===== src/rtl/grant_queue.sv =====
// Grant beat queue: DEPTH-entry circular buffer of grant fields with optional pipe/flow modes.
// Latency: one cycle enqueue-to-dequeue; FLOW=1 bypasses an empty queue combinationally.
// Backpressure: io_enq_ready drops when full; PIPE=1 lets a same-cycle dequeue free the slot.
module grant_queue #(
    parameter int DEPTH  = 2,
    parameter int DATA_W = 64,
    parameter int PIPE   = 0,
    parameter int FLOW   = 0
) (
    input  logic                         clk,
    input  logic                         reset,
    output logic                         io_enq_ready,
    input  logic                         io_enq_valid,
    input  logic [2:0]                   io_enq_bits_addr_beat,
    input  logic [1:0]                   io_enq_bits_client_xact_id,
    input  logic                         io_enq_bits_manager_xact_id,
    input  logic                         io_enq_bits_is_builtin_type,
    input  logic [3:0]                   io_enq_bits_g_type,
    input  logic [DATA_W-1:0]            io_enq_bits_data,
    input  logic                         io_deq_ready,
    output logic                         io_deq_valid,
    output logic [2:0]                   io_deq_bits_addr_beat,
    output logic [1:0]                   io_deq_bits_client_xact_id,
    output logic                         io_deq_bits_manager_xact_id,
    output logic                         io_deq_bits_is_builtin_type,
    output logic [3:0]                   io_deq_bits_g_type,
    output logic [DATA_W-1:0]            io_deq_bits_data,
    output logic [$clog2(DEPTH+1)-1:0]   io_count
);

    localparam int PTR_W = (DEPTH > 1) ? $clog2(DEPTH) : 1;
    localparam int CNT_W = $clog2(DEPTH + 1);
    localparam logic [PTR_W-1:0] LAST = PTR_W'(DEPTH - 1);

    typedef struct packed {
        logic [2:0]        addr_beat;
        logic [1:0]        client_xact_id;
        logic              manager_xact_id;
        logic              is_builtin_type;
        logic [3:0]        g_type;
        logic [DATA_W-1:0] data;
    } entry_t;

    entry_t           ram [DEPTH];
    entry_t           enq_ent;
    entry_t           head_ent;
    logic [PTR_W-1:0] enq_ptr;
    logic [PTR_W-1:0] deq_ptr;
    logic             maybe_full;
    logic             ptr_match;
    logic             empty;
    logic             full;
    logic             bypass;
    logic             do_enq;
    logic             do_deq;
    logic             wr_en;
    logic             rd_en;
    logic [CNT_W-1:0] enq_c;
    logic [CNT_W-1:0] deq_c;

    function automatic logic [PTR_W-1:0] bump(input logic [PTR_W-1:0] p);
        return (p == LAST) ? '0 : p + 1'b1;
    endfunction

    assign enq_ent = {io_enq_bits_addr_beat, io_enq_bits_client_xact_id,
                      io_enq_bits_manager_xact_id, io_enq_bits_is_builtin_type,
                      io_enq_bits_g_type, io_enq_bits_data};

    assign ptr_match    = (enq_ptr == deq_ptr);
    assign empty        = ptr_match && !maybe_full;
    assign full         = ptr_match && maybe_full;
    assign bypass       = (FLOW != 0) && empty;
    assign io_enq_ready = !full || ((PIPE != 0) && io_deq_ready);
    assign io_deq_valid = !empty || ((FLOW != 0) && io_enq_valid);
    assign do_enq       = io_enq_ready && io_enq_valid;
    assign do_deq       = io_deq_ready && io_deq_valid;

    // A beat consumed straight through the bypass never touches storage or pointers.
    assign wr_en = do_enq && !(bypass && io_deq_ready);
    assign rd_en = do_deq && !bypass;

    always_ff @(posedge clk or posedge reset) begin
        if (reset) begin
            enq_ptr    <= '0;
            deq_ptr    <= '0;
            maybe_full <= 1'b0;
        end else begin
            if (wr_en) enq_ptr <= bump(enq_ptr);
            if (rd_en) deq_ptr <= bump(deq_ptr);
            if (wr_en != rd_en) maybe_full <= wr_en;
        end
    end

    always_ff @(posedge clk) begin
        if (wr_en) ram[enq_ptr] <= enq_ent;
    end

    assign head_ent = bypass ? enq_ent : ram[deq_ptr];
    assign {io_deq_bits_addr_beat, io_deq_bits_client_xact_id,
            io_deq_bits_manager_xact_id, io_deq_bits_is_builtin_type,
            io_deq_bits_g_type, io_deq_bits_data} = head_ent;

    assign enq_c = CNT_W'(enq_ptr);
    assign deq_c = CNT_W'(deq_ptr);

    // Pointer difference modulo DEPTH; wrap-around sum may overflow but the result fits.
    always_comb begin
        io_count = '0;
        if (full)                io_count = CNT_W'(DEPTH);
        else if (enq_c >= deq_c) io_count = enq_c - deq_c;
        else                     io_count = enq_c + CNT_W'(DEPTH) - deq_c;
    end

endmodule


===== config.mk =====
export PLATFORM = sky130hd
export DESIGN_NAME = grant_queue
export DESIGN_NICKNAME = d
export VERILOG_FILES = /design/src/rtl/grant_queue.sv
export SDC_FILE = /design/constraint.sdc
export NUM_CORES = 1
export LEC_CHECK = 0
export CAP_MARGIN = 40
export CORE_MARGIN = 4
export CORE_UTILIZATION = 35
export DETAILED_ROUTE_END_ITERATION = 12
export GPL_ROUTABILITY_DRIVEN = 0
export PLACE_DENSITY = 0.65
export SYNTH_ARGS = -nofsm -noshare
export SYNTH_HDL_FRONTEND = slang
export SYNTH_SLANG_ARGS = --single-unit

===== constraint.sdc =====
create_clock -name clk -period 14 [get_ports clk]
set_clock_uncertainty 0.1 [all_clocks]
set_input_delay 2.8 -clock clk [delete_from_list [all_inputs] [get_ports clk]]
set_output_delay 2.8 -clock clk [all_outputs]
set_load 0.01 [all_outputs]

After elaboration in Yosys (flattened, before gate mapping):

Memory sizes are Yosys's and may differ from the RTL's.
Cells that the tools add are included.

* memories kept: 1
* memory bits (writable): 150
* bits in latches: 0
* flip-flop bits (word level): 3
* memory bits (read-only): 0

* shifts and indexed selects: 0
* divide/modulo/power cells: 0
* multiplexer cells: 6
* equality and inequality tests: 2
* $lt $le $gt $ge: 1
* add/subtract/negate cells: 5
* reductions and logical operators: 7
* multipliers: 0
* bitwise gates (word level): 0

Memories
* ram: depth 2, bits a word 75, read ports 1, clocked after Yosys merged registers in 0, wr ports 1, RTL line 44 `entry_t ram [DEPTH];`

Operators with widths (number)
* 1-bit logical AND: 4
* 1-bit two-way mux: 4
* 2-bit two-way mux: 2
* 1-bit logical NOT: 3
* 1-bit adder (second input constant): 2
* 1-bit by 2-bit adder with 2-bit output (second input constant): 1
* 1-bit by 1-bit subtractor with 2-bit output: 1
* 2-bit by 1-bit subtractor with 2-bit output: 1
* 1-bit equality test: 1
* 1-bit greater-or-equal comparator: 1
* 1-bit inequality test: 1

Longest topological paths before layout:

* word-level depth: 6
* depth in mapped cells: 5
* mapped depth without buffers: 5

Worst setup path after synthesis:

Ideal clock, no wire load.

* path type: input -> register
* start point: input port io_enq_valid
* end point: memory ram[0][0] (netlist bit), enable pin
* cell stages on the path: 2
* required time: 13391 ps
* arrival time: 6037 ps
* setup slack: 7354 ps
* setup time: 509 ps
* cell sequence: nand2_1 > nor2_1

* cells in the longest elaborated chain, start to end: 3

Ends and longest elaborated chain
* start, declared: RTL line 13 `input logic io_enq_valid,`
* 1-bit logical AND: RTL line 75 `assign do_enq = io_enq_ready && io_enq_valid;`
* 1-bit two-way mux: RTL line 95 `if (wr_en) ram[enq_ptr] <= enq_ent;`
* 1-bit two-way mux (not written as such): RTL line 95
* end, declared: RTL line 44

No other way between the ends.

Worst setup path after layout:

* start point: register deq_ptr
* end point: output port io_deq_bits_data[54]

* cells in the longest elaborated chain, start to end: 1

Ends and longest elaborated chain
* start, declared: RTL line 48 `logic [PTR_W-1:0] deq_ptr;`
* start signal, assigned: RTL line 89 `if (rd_en) deq_ptr <= bump(deq_ptr);`
* memory read 2 x 75 bit
* end, declared: RTL line 27 `output logic [DATA_W-1:0] io_deq_bits_data,`

No other way between the ends.

==> results.tsv <==
stage	metric	value	unit
status	status	completed	
floorplan	core_area	16000	sq um
finish	syn_to_final_growth	43.0	%
synthesis	synthTopCellsByArea	edfxtp_1 78%, mux2_4 10%, mux2_2 6.9%	
routing	wl_met3	810	microns
timing	finalSetupViolations	0	
finish	drive_above_1_share	0.255	
power_and_ir_drop	leakagePower	2.90	nW
setup_path	critPathArrivalTime	2.71	ns
floorplan	dieWidth	136	microns
hold_path	min_delay_path_depth	1	
timing	tns	0	ns
routing	wl	10.9	mm
grt	track_usage	0.122	
clock_network	numCtsBuffers	17	
routing	vias	2899	
setup_path	crit_family	buffers and inverters	
setup_path	path_cells	buf_4, buf_12, mux2_2, clkdlybuf4s50_1	
routing	wl_met1	4.21	mm
synthesis	synth-async-reset-ratio	0.0196	
power_and_ir_drop	powerDensity	218	nW/um^2
clock_network	cts.path.max_buffers	2	
setup_path	path_max_fanout	35	
hold_path	hold_end	enq_ptr	
synthesis	ys_ff_latch	153	
routing	wl_per_cell	16.7	microns
synthesis	synth_cell_types	15	
clock_network	clock-sinks	153	
routing	wl_met2	5.74	mm
floorplan	die_area	18500	sq um
setup_path	slowest_delay	0.60	ns
clock_network	clkLatencyLatePin	0.40	ns
setup_path	r2r-start	deq_ptr	
power_and_ir_drop	vdd_drop_max	0.0905	mV
setup_path	critPathCaptureType	primary output	
synthesis	ys_seq_area_frac	0.797	
hold_path	hold_start	enq_ptr	
synthesis	synth_area	5750	sq um
setup_path	worstPathRequired	11.10	ns
floorplan	start_util	0.359	
timing	hold_ws	0.459	ns
clock_network	cts_resized	0	
timing	grt_setup_unrepaired	no	
synthesis	synth_edf_count	150	
synthesis	syn_nets	335	
routing	dr.max_layer_used	met4	
finish	multiInputGateArea	1100	sq um
synthesis	synth_common_cells	150 x edfxtp_1, 40 x mux2_4, 35 x mux2_2, 4 x buf_6, 4 x inv_1	
place	hpwl	7.31	mm
timing	fin_crit	5.61	ns
clock_network	cts_tree	yes	
synthesis	synth_top_area_share	0.784	
synthesis	yosys_most_used_dff	edfxtp_1	
setup_path	path_buf_inv	3	
routing	vias_per_cell	4.43	
timing	fmax	178	MHz
setup_path	crit_type	flip-flop to primary output	
routing	detail-route-antenna-nets	0	
floorplan	placementRows	46	
timing	finalMaxSlewViolations	0	
timing	slew-limit-headroom	0.444	
timing	period_share	0.401	
timing	worst_pin_slew	0.834	ns
finish	antennaDiodeCount	0	
synthesis	synth.most_common_cell	edfxtp_1	
setup_path	cp-start-kind	flip-flop	
clock_network	cts_max_level	4	
routing	drt_iter0_drc	116	
run	drv_cap	0	
synthesis	synth_warnings	0	
routing	firstDrtPassIters	4	
finish	regArea	4580	sq um
synthesis	post-synth-top-area-cell	edfxtp_1	
setup_path	r2r_end	ram[1][49]	
place	port_buffers	157	
clock_network	hold_buffers	0	
clock_network	clk_pin_slew_worst_paths	0.06	ns
grt	grt_max_degree	61	
clock_network	root_buffer	clkbuf_16	
finish	finalNetCount	507	
clock_network	post_cts_buffers	0	
synthesis	syn_inst	254	
setup_path	rr_worst_depth	6	
routing	drc	0	
synthesis	avgSynthCellArea	22.6	sq um
grt	grt_overflow	0	
timing	hold_violations	0	
finish	fillers	1335	
grt	grt_pass1_wl	16.8	mm
floorplan	ioPinCount	158	
grt	grt_pass1_vias	3283	
grt	antenna_found_initial	0	
floorplan	die_h	136	microns
setup_path	rrSetupSlack	10.39	ns
setup_path	crit_slowest_cell	dfrtp_4	
hold_path	hp-class	flip-flop to flip-flop	
[flip-flops by register name, summed over array words and instances (netlist names)]
name        cells
ram           150
maybe_full      1
enq_ptr         1
deq_ptr         1
[area by class of cell]
type | instances | area share
Tap cell | 216 | 0.0329
Timing Repair Buffer | 161 | 0.196
Sequential cell | 153 | 0.558
Clock buffer | 19 | 0.0527
Clock inverter | 13 | 0.0245
Inverter | 4 | 0.00183
Multi-Input combinational cell | 89 | 0.134
[cell usage in the layout (no fill, tap or decap), drive strengths merged]
cell           Yosys  routed
xnor2              2       2
clkbuf             0      19
bufinv             0       5
clkinv             0       5
mux2              75      75
clkinvlp           0       3
edfxtp           150     150
ha                 2       2
nand2              3       3
clkdlybuf4s50      0     157
nor2               2       2
a21oi              2       2
nand2b             2       2
dfrtp              3       3
inv                4       4
o21ai              1       1
buf                8       4
[kinds of logic (layout without fill, tap and decap cells)]
family	after synthesis	count (layout)	synth area share
AO/OA/AOI/OAI	3	3	0.00261
adder cells (fa/ha/maj)	2	2	0.00435
buffers and inverters	12	197	0.0144
XOR/XNOR	2	2	0.00305
flip-flops	153	153	0.797
AND/OR/NAND/NOR	7	7	0.00544
multiplexers	75	75	0.173
[worst register-to-register path, cell delays in order (launching register included)]
cell     delay (ns)
dfrtp_4        0.60
buf_4          0.52
ha_1           0.40
nand2_1        0.11
nand2_1        0.19
nor2_4         0.55
buf_4          0.75
[per-layer routing]
layer / global-route usage / up-vias
met5: 0 / -
met4: 0.0431 / 0
met3: 0.0511 / 13
met2: 0.218 / 111
met1: 0.129 / 1428
li1: - / 1347
[worst max path at each step]
stage                                end  slack (ns)  cells after the start          from
floorplan                      ram[0][0]        7.35                      2  io_enq_valid
global placement             io_count[1]        8.51                      5       deq_ptr
detailed placement            ram[1][51]        8.61                      4  io_enq_valid
CTS                 io_deq_bits_data[54]        8.28                      4       deq_ptr
global route        io_deq_bits_data[54]        8.24                      4       deq_ptr
finish              io_deq_bits_data[54]        8.39                      4       deq_ptr
[metrics by stage]
step / setup WS [ns] / instance area (sq um) / power [mW] / cells / util
after floorplan: 7.35 / 5750 / 1.03 / 254 / -
after global placement: 8.51 / 7560 / 1.32 / 622 / 0.473
after detailed placement: 8.61 / 7580 / 1.34 / 623 / 0.474
after CTS: 8.28 / 8220 / 1.83 / 655 / 0.513
after global routing: 8.24 / 8220 / 1.88 / 655 / 0.513
final: 8.39 / 8220 / 1.79 / 655 / 0.513
[power breakdown]
part	internal, mW	switching, mW
registers	0.645	0.0375
logic	0.358	0.271
clock network	0.315	0.166
Note: power is estimated with default switching activity, not from simulation.
